**src/rtl/ni_tx_controller.sv**
```systemverilog
// NoC transmit controller: queues execute-stage words and sends each as a header/tail packet.
// Optional NI_TX_STATS_EN macro adds packet and stall counters.
module ni_tx_controller #(
    parameter int unsigned DEPTH  = 4,
    parameter int unsigned DEST_W = 4,
    parameter int unsigned SRC_ID = 0
) (
    input  logic              clk,
    input  logic              rst,
    input  logic              ni_req_E,
    input  logic [31:0]       NI_in,
    input  logic [DEST_W-1:0] ni_dest_E,
    output logic              stall_E,
    output logic              flit_valid,
    input  logic              flit_ready,
    output logic [33:0]       flit_out,
    output logic              tx_busy
`ifdef NI_TX_STATS_EN
    ,
    output logic [31:0]       pkt_count,
    output logic [31:0]       stall_count
`endif
);

    localparam int unsigned PTR_W   = $clog2(DEPTH);
    localparam int unsigned CNT_W   = PTR_W + 1;
    localparam int unsigned ENTRY_W = DEST_W + 32;
    localparam int unsigned PAD_W   = 32 - 2 * DEST_W;

    typedef enum logic [1:0] {
        IDLE = 2'd0,
        HEAD = 2'd1,
        BODY = 2'd2
    } state_t;

    state_t             state_q, state_d;
    logic [PTR_W-1:0]   wr_ptr_q, wr_ptr_d;
    logic [PTR_W-1:0]   rd_ptr_q, rd_ptr_d;
    logic [CNT_W-1:0]   count_q, count_d;
    logic [ENTRY_W-1:0] mem_q [DEPTH];

    logic               full;
    logic               push;
    logic               pop;
    logic [ENTRY_W-1:0] head;
    logic [DEST_W-1:0]  head_dest;
    logic [31:0]        head_data;

`ifdef NI_TX_STATS_EN
    logic [31:0] pkt_count_q, pkt_count_d;
    logic [31:0] stall_count_q, stall_count_d;
`endif

    assign full      = (count_q == CNT_W'(DEPTH));
    assign head      = mem_q[rd_ptr_q];
    assign head_dest = head[ENTRY_W-1:32];
    assign head_data = head[31:0];

    // Next-state: FIFO bookkeeping and packet serialiser
    always_comb begin
        push     = ni_req_E && !full;
        pop      = (state_q == BODY) && flit_ready;
        wr_ptr_d = wr_ptr_q;
        rd_ptr_d = rd_ptr_q;
        count_d  = count_q;
        state_d  = state_q;

        if (push) begin
            wr_ptr_d = wr_ptr_q + PTR_W'(1);
        end
        if (pop) begin
            rd_ptr_d = rd_ptr_q + PTR_W'(1);
        end
        if (push && !pop) begin
            count_d = count_q + CNT_W'(1);
        end else if (!push && pop) begin
            count_d = count_q - CNT_W'(1);
        end

        case (state_q)
            IDLE: begin
                if (count_q != '0) begin
                    state_d = HEAD;
                end
            end
            HEAD: begin
                if (flit_ready) begin
                    state_d = BODY;
                end
            end
            BODY: begin
                // Chain straight into the next header when more words are queued
                if (flit_ready) begin
                    state_d = (count_q > CNT_W'(1)) ? HEAD : IDLE;
                end
            end
            default: state_d = IDLE;
        endcase
    end

`ifdef NI_TX_STATS_EN
    always_comb begin
        pkt_count_d   = pkt_count_q;
        stall_count_d = stall_count_q;
        if (pop) begin
            pkt_count_d = pkt_count_q + 32'd1;
        end
        if (full && ni_req_E) begin
            stall_count_d = stall_count_q + 32'd1;
        end
    end
`endif

    always_ff @(posedge clk) begin
        if (rst) begin
            state_q  <= IDLE;
            wr_ptr_q <= '0;
            rd_ptr_q <= '0;
            count_q  <= '0;
`ifdef NI_TX_STATS_EN
            pkt_count_q   <= '0;
            stall_count_q <= '0;
`endif
        end else begin
            state_q  <= state_d;
            wr_ptr_q <= wr_ptr_d;
            rd_ptr_q <= rd_ptr_d;
            count_q  <= count_d;
`ifdef NI_TX_STATS_EN
            pkt_count_q   <= pkt_count_d;
            stall_count_q <= stall_count_d;
`endif
        end
    end

    // Payload storage needs no reset; occupancy is tracked by the pointers
    always_ff @(posedge clk) begin
        if (!rst && push) begin
            mem_q[wr_ptr_q] <= {ni_dest_E, NI_in};
        end
    end

    always_comb begin
        flit_out = '0;
        case (state_q)
            HEAD:    flit_out = {2'b01, head_dest, DEST_W'(SRC_ID), {PAD_W{1'b0}}};
            BODY:    flit_out = {2'b10, head_data};
            default: flit_out = '0;
        endcase
    end

    assign flit_valid = (state_q != IDLE);
    assign stall_E    = full;
    assign tx_busy    = (count_q != '0) || (state_q != IDLE);

`ifdef NI_TX_STATS_EN
    assign pkt_count   = pkt_count_q;
    assign stall_count = stall_count_q;
`endif

endmodule

```
**config.mk**
```make
export PLATFORM = sky130hd
export DESIGN_NAME = ni_tx_controller
export DESIGN_NICKNAME = d
export VERILOG_FILES = /design/src/rtl/ni_tx_controller.sv
export SDC_FILE = /design/constraint.sdc
export NUM_CORES = 1
export LEC_CHECK = 0
export BUFFER_PORTS_ARGS = -buffer_cell sky130_fd_sc_hd__buf_2
export CORE_MARGIN = 5
export CORE_UTILIZATION = 44
export DETAILED_ROUTE_END_ITERATION = 10
export GPL_ROUTABILITY_DRIVEN = 0
export PLACE_DENSITY_LB_ADDON = 0.05
export SLEW_MARGIN = 20
export SYNTH_ARGS = -nofsm -noshare
export SYNTH_HDL_FRONTEND = slang
export SYNTH_SLANG_ARGS = --single-unit
```
**constraint.sdc**
```tcl
create_clock -name clk -period 3.1 [get_ports clk]
set_input_delay 0.62 -clock clk [delete_from_list [all_inputs] [get_ports clk]]
set_output_delay 0.62 -clock clk [all_outputs]
set_load 0.005 [all_outputs]
```
==> metrics.md <==
| Metric | Value |
|---|---|
| Outcome | completed |
| Worst path arrival time | 2130 ps |
| Final setup vio count | 0 |
| Hold_sp | NI_in[15] |
| Via-to-Cell Ratio | 5.15 |
| Routed WL per cell | 19.4 µm |
| Netlist cell types | 29 |
| Max-slew headroom | 65.2% |
| P&R area growth vs syn | 19.5% |
| Setup Crit Path Kind | flip-flop to output pin |
| Post-Syn Nets | 351 |
| Layout cells sized above 1 | 33.1% |
| Syn avg cell area | 21.0 µm² |
| Total design power | 5.15 mW |
| Clock Root Buffer | clkbuf_16 |
| DRC violations left | 0 |
| Vias in the first global route | 3127 |
| Cts bufs inserted | 17 |
| Gr usage total | 14.5% |
| Worst Path Required | 2480 ps |
| Worst setup SP type | flip-flop |
| Vias | 3000 |
| Final #Nets | 443 |
| Core ar. | 13900 µm² |
| Synth Instances | 297 |
| Sequential area share after synthesis | 72.9% |
| RSZ-0062 raised after global routing | no |
| Sequential power share | 48.0% |
| Clk sink count | 155 |
| Slew Viols, Final | 0 |
| Switching pwr | 1.24 mW |
| Worst skew pair latency | 420 ps |
| Worst stage delay on the critical path | 660 ps |
| F_max | 364 MHz |
| Combinational power share | 12.1% |
| CTS tree | built |
| First-pass GRT wire length | 17.5 mm |
| Final WS setup | 349 ps |
| IO Pins | 77 |
| Crit-path leading delay family | multiplexers |
| VDD IR-drop max | 0.000408 V |
| Iter 0 DRT Violations | 151 |
| Detailed Routing Iterations Pass 1 | 4 |
| Largest net degree at the start of global routing | 37 |
| Slowest cell on crit path | mux4_1 |
| Minimum hold slack | 411 ps |
| Post-route clock skew | 8.04 ps |
| Final core utilization | 53.7% |
| Tcrit/Tclk final | 88.7% |
| Antenna Violating Nets Remaining | 0 |
| Worst Hold Class | input port to flip-flop |
| Initial core utilization | 44.9% |
| Synth area leader | edfxtp_1 |
| Hold_buf cts | 0 |
| Switching share of power | 24.0% |
| Register Area | 4550 µm² |
| Main area contributors after synthesis | edfxtp_1, mux4_1, mux4_2, dfxtp_1, and2_1 |
| Fin crit period | 2750 ps |
| Setup Slack @ Placement | 632 ps |
| Share of the synthesized area in the top cell type | 69.4% |
| Area occupied by multi-input gates | 1560 µm² |
| Post-CTS resize count | 0 |
| Leak | 2.69 nW |
| H-tree depth | 4 |
| DIE AREA | 16700 µm² |
| Post-synthesis register bit count | 155 |
| Worst r2r src | count_q[0] |
| PwrDens | 692 nW/µm² |
| Worst Tran Pin Value | 523 ps |
| Cell Area, Synth | 6230 µm² |
| DRT Wirelength | 11.3 mm |
| Final HPWL DP | 6.98 mm |
| Maximum clock path buffer count | 2 |
| Initial antenna violation count | 0 |
| Cell-internal power | 3.92 mW |
| Filler Cells Inserted | 1136 |
| Max_cap viols | 0 |
| Worst Setup End Kind | output pin |
| Port Buffers | 76 |
| Diode count | 0 |
| Post-CTS Setup Repair Bufs | 0 |
| Cells along the critical path | buf_4 -> mux4_1 -> and2_1 -> buf_2 |
| Setup TNS | 0 ps |
| Clock input transition at the sequential cells of the worst setup and hold paths | 60 ps |
| Worst Path Max Fanout | 24 |
| Die Wd | 129 µm |
| Row cnt | 43 |
| Clock group share of total power | 39.8% |
| Die Ht | 129 µm |
| Bufs and invs on worst path | 2 |
| Ys Warns | 0 |
| Grt total ovfl | 0 |
| Final hold viol count | 0 |
==> through the flow <==
stage                     cell area, µm²  cells
after floorplan                     6230    297
after global placement              6860    550
after detailed placement            6860    550
after CTS                           7450    582
after global routing                7450    582
final                               7450    582
==> final timing paths <==
path                  end  slack, ps  cells past startpoint
max           flit_out[3]        350                      4
min          mem_q[2][15]        410                      1
max reg2reg  mem_q[3][34]        670                      6
min reg2reg    count_q[2]        540                      2
==> cell usage after synthesis <==
master      n
nor2_1      9
o21bai_1    2
ha_1       14
nand3_1     2
a211o_1     2
edfxtp_1  144
nand3b_1    1
xnor2_1     2
a21boi_1    1
o21ai_0     1
mux4_1     26
buf_12      3
inv_1       7
a21o_1      1
buf_6       1
dfxtp_1    11
mux4_2     10
buf_2       3
buf_4       1
nor2b_1     1
nand2_1     2
o31ai_1     1
and2_1     34
clkbuf_1    5
mux2i_1     3
a21oi_1     2
or3_1       1
xor2_1      3
a32o_1      4
==> cells in the final DEF (no fill, tap or decap), drive strengths merged <==
master and n:
a21oi 2, a32o 4, a211o 2, a21boi 1
edfxtp 144, o31ai 1, mux2i 3, ha 14
nand3b 1, clkinvlp 3, nor2 9, nand2 2
or3 1, buf 86, dfxtp 11, xor2 3
clkbuf 17, bufinv 2, clkinv 6, nor2b 1
nand3 2, inv 11, a21o 1, o21bai 2
mux4 36, xnor2 2, and2 34, o21ai 1
==> power groups by stage <==
stage | Clock (mW) | Combinational, mW | Sequential [mW]
finish | 2.05 | 0.624 | 2.48
global route | 2.21 | 0.698 | 2.49
CTS | 2.11 | 0.642 | 2.48
detailed placement | 0 | 0.639 | 2.52
global placement | 0 | 0.638 | 2.52
floorplan | 0 | 0.433 | 2.51
==> cell type report <==
class,count,area share (%)
timing repair buffer,86,6.78
sequential,155,61.0
tap,180,3.02
clock buffer,17,5.71
multi-input combinational,122,20.9
inverter,7,0.353
clock inverter,15,2.23
==> registers in the layout (all words and copies together), names as in the netlist, named ones only <==
| signal | flops |
|---|---|
| count_q | 3 |
| state_q | 2 |
| rd_ptr_q | 2 |
| wr_ptr_q | 2 |
| mem_q | 144 |
==> kinds of logic (layout without fill, tap and decap cells) <==
family                     count (synthesis)  after routing  share of synthesized area [%]
buffers and inverters                     20            125                           2.23
muxes                                     39             39                           15.1
xor gates and xnor gates                   5              5                          0.703
and+or+nand+nor                           50             50                           4.56
AOI/OAI and AO/OA                         14             14                           1.77
adders and majority gates                 14             14                           2.81
DFF                                      155            155                           72.9
==> per-layer routing <==
metal,track usage [%],part of all wire (%),vias to the layer above
met2,22.8,50,65
met4,4.14,0.68,0
met3,5.89,5.3,5
li1,-,-,1397
met5,0,0,-
met1,18.9,44,1533
No activity file was read; power rests on OpenSTA's default activity.
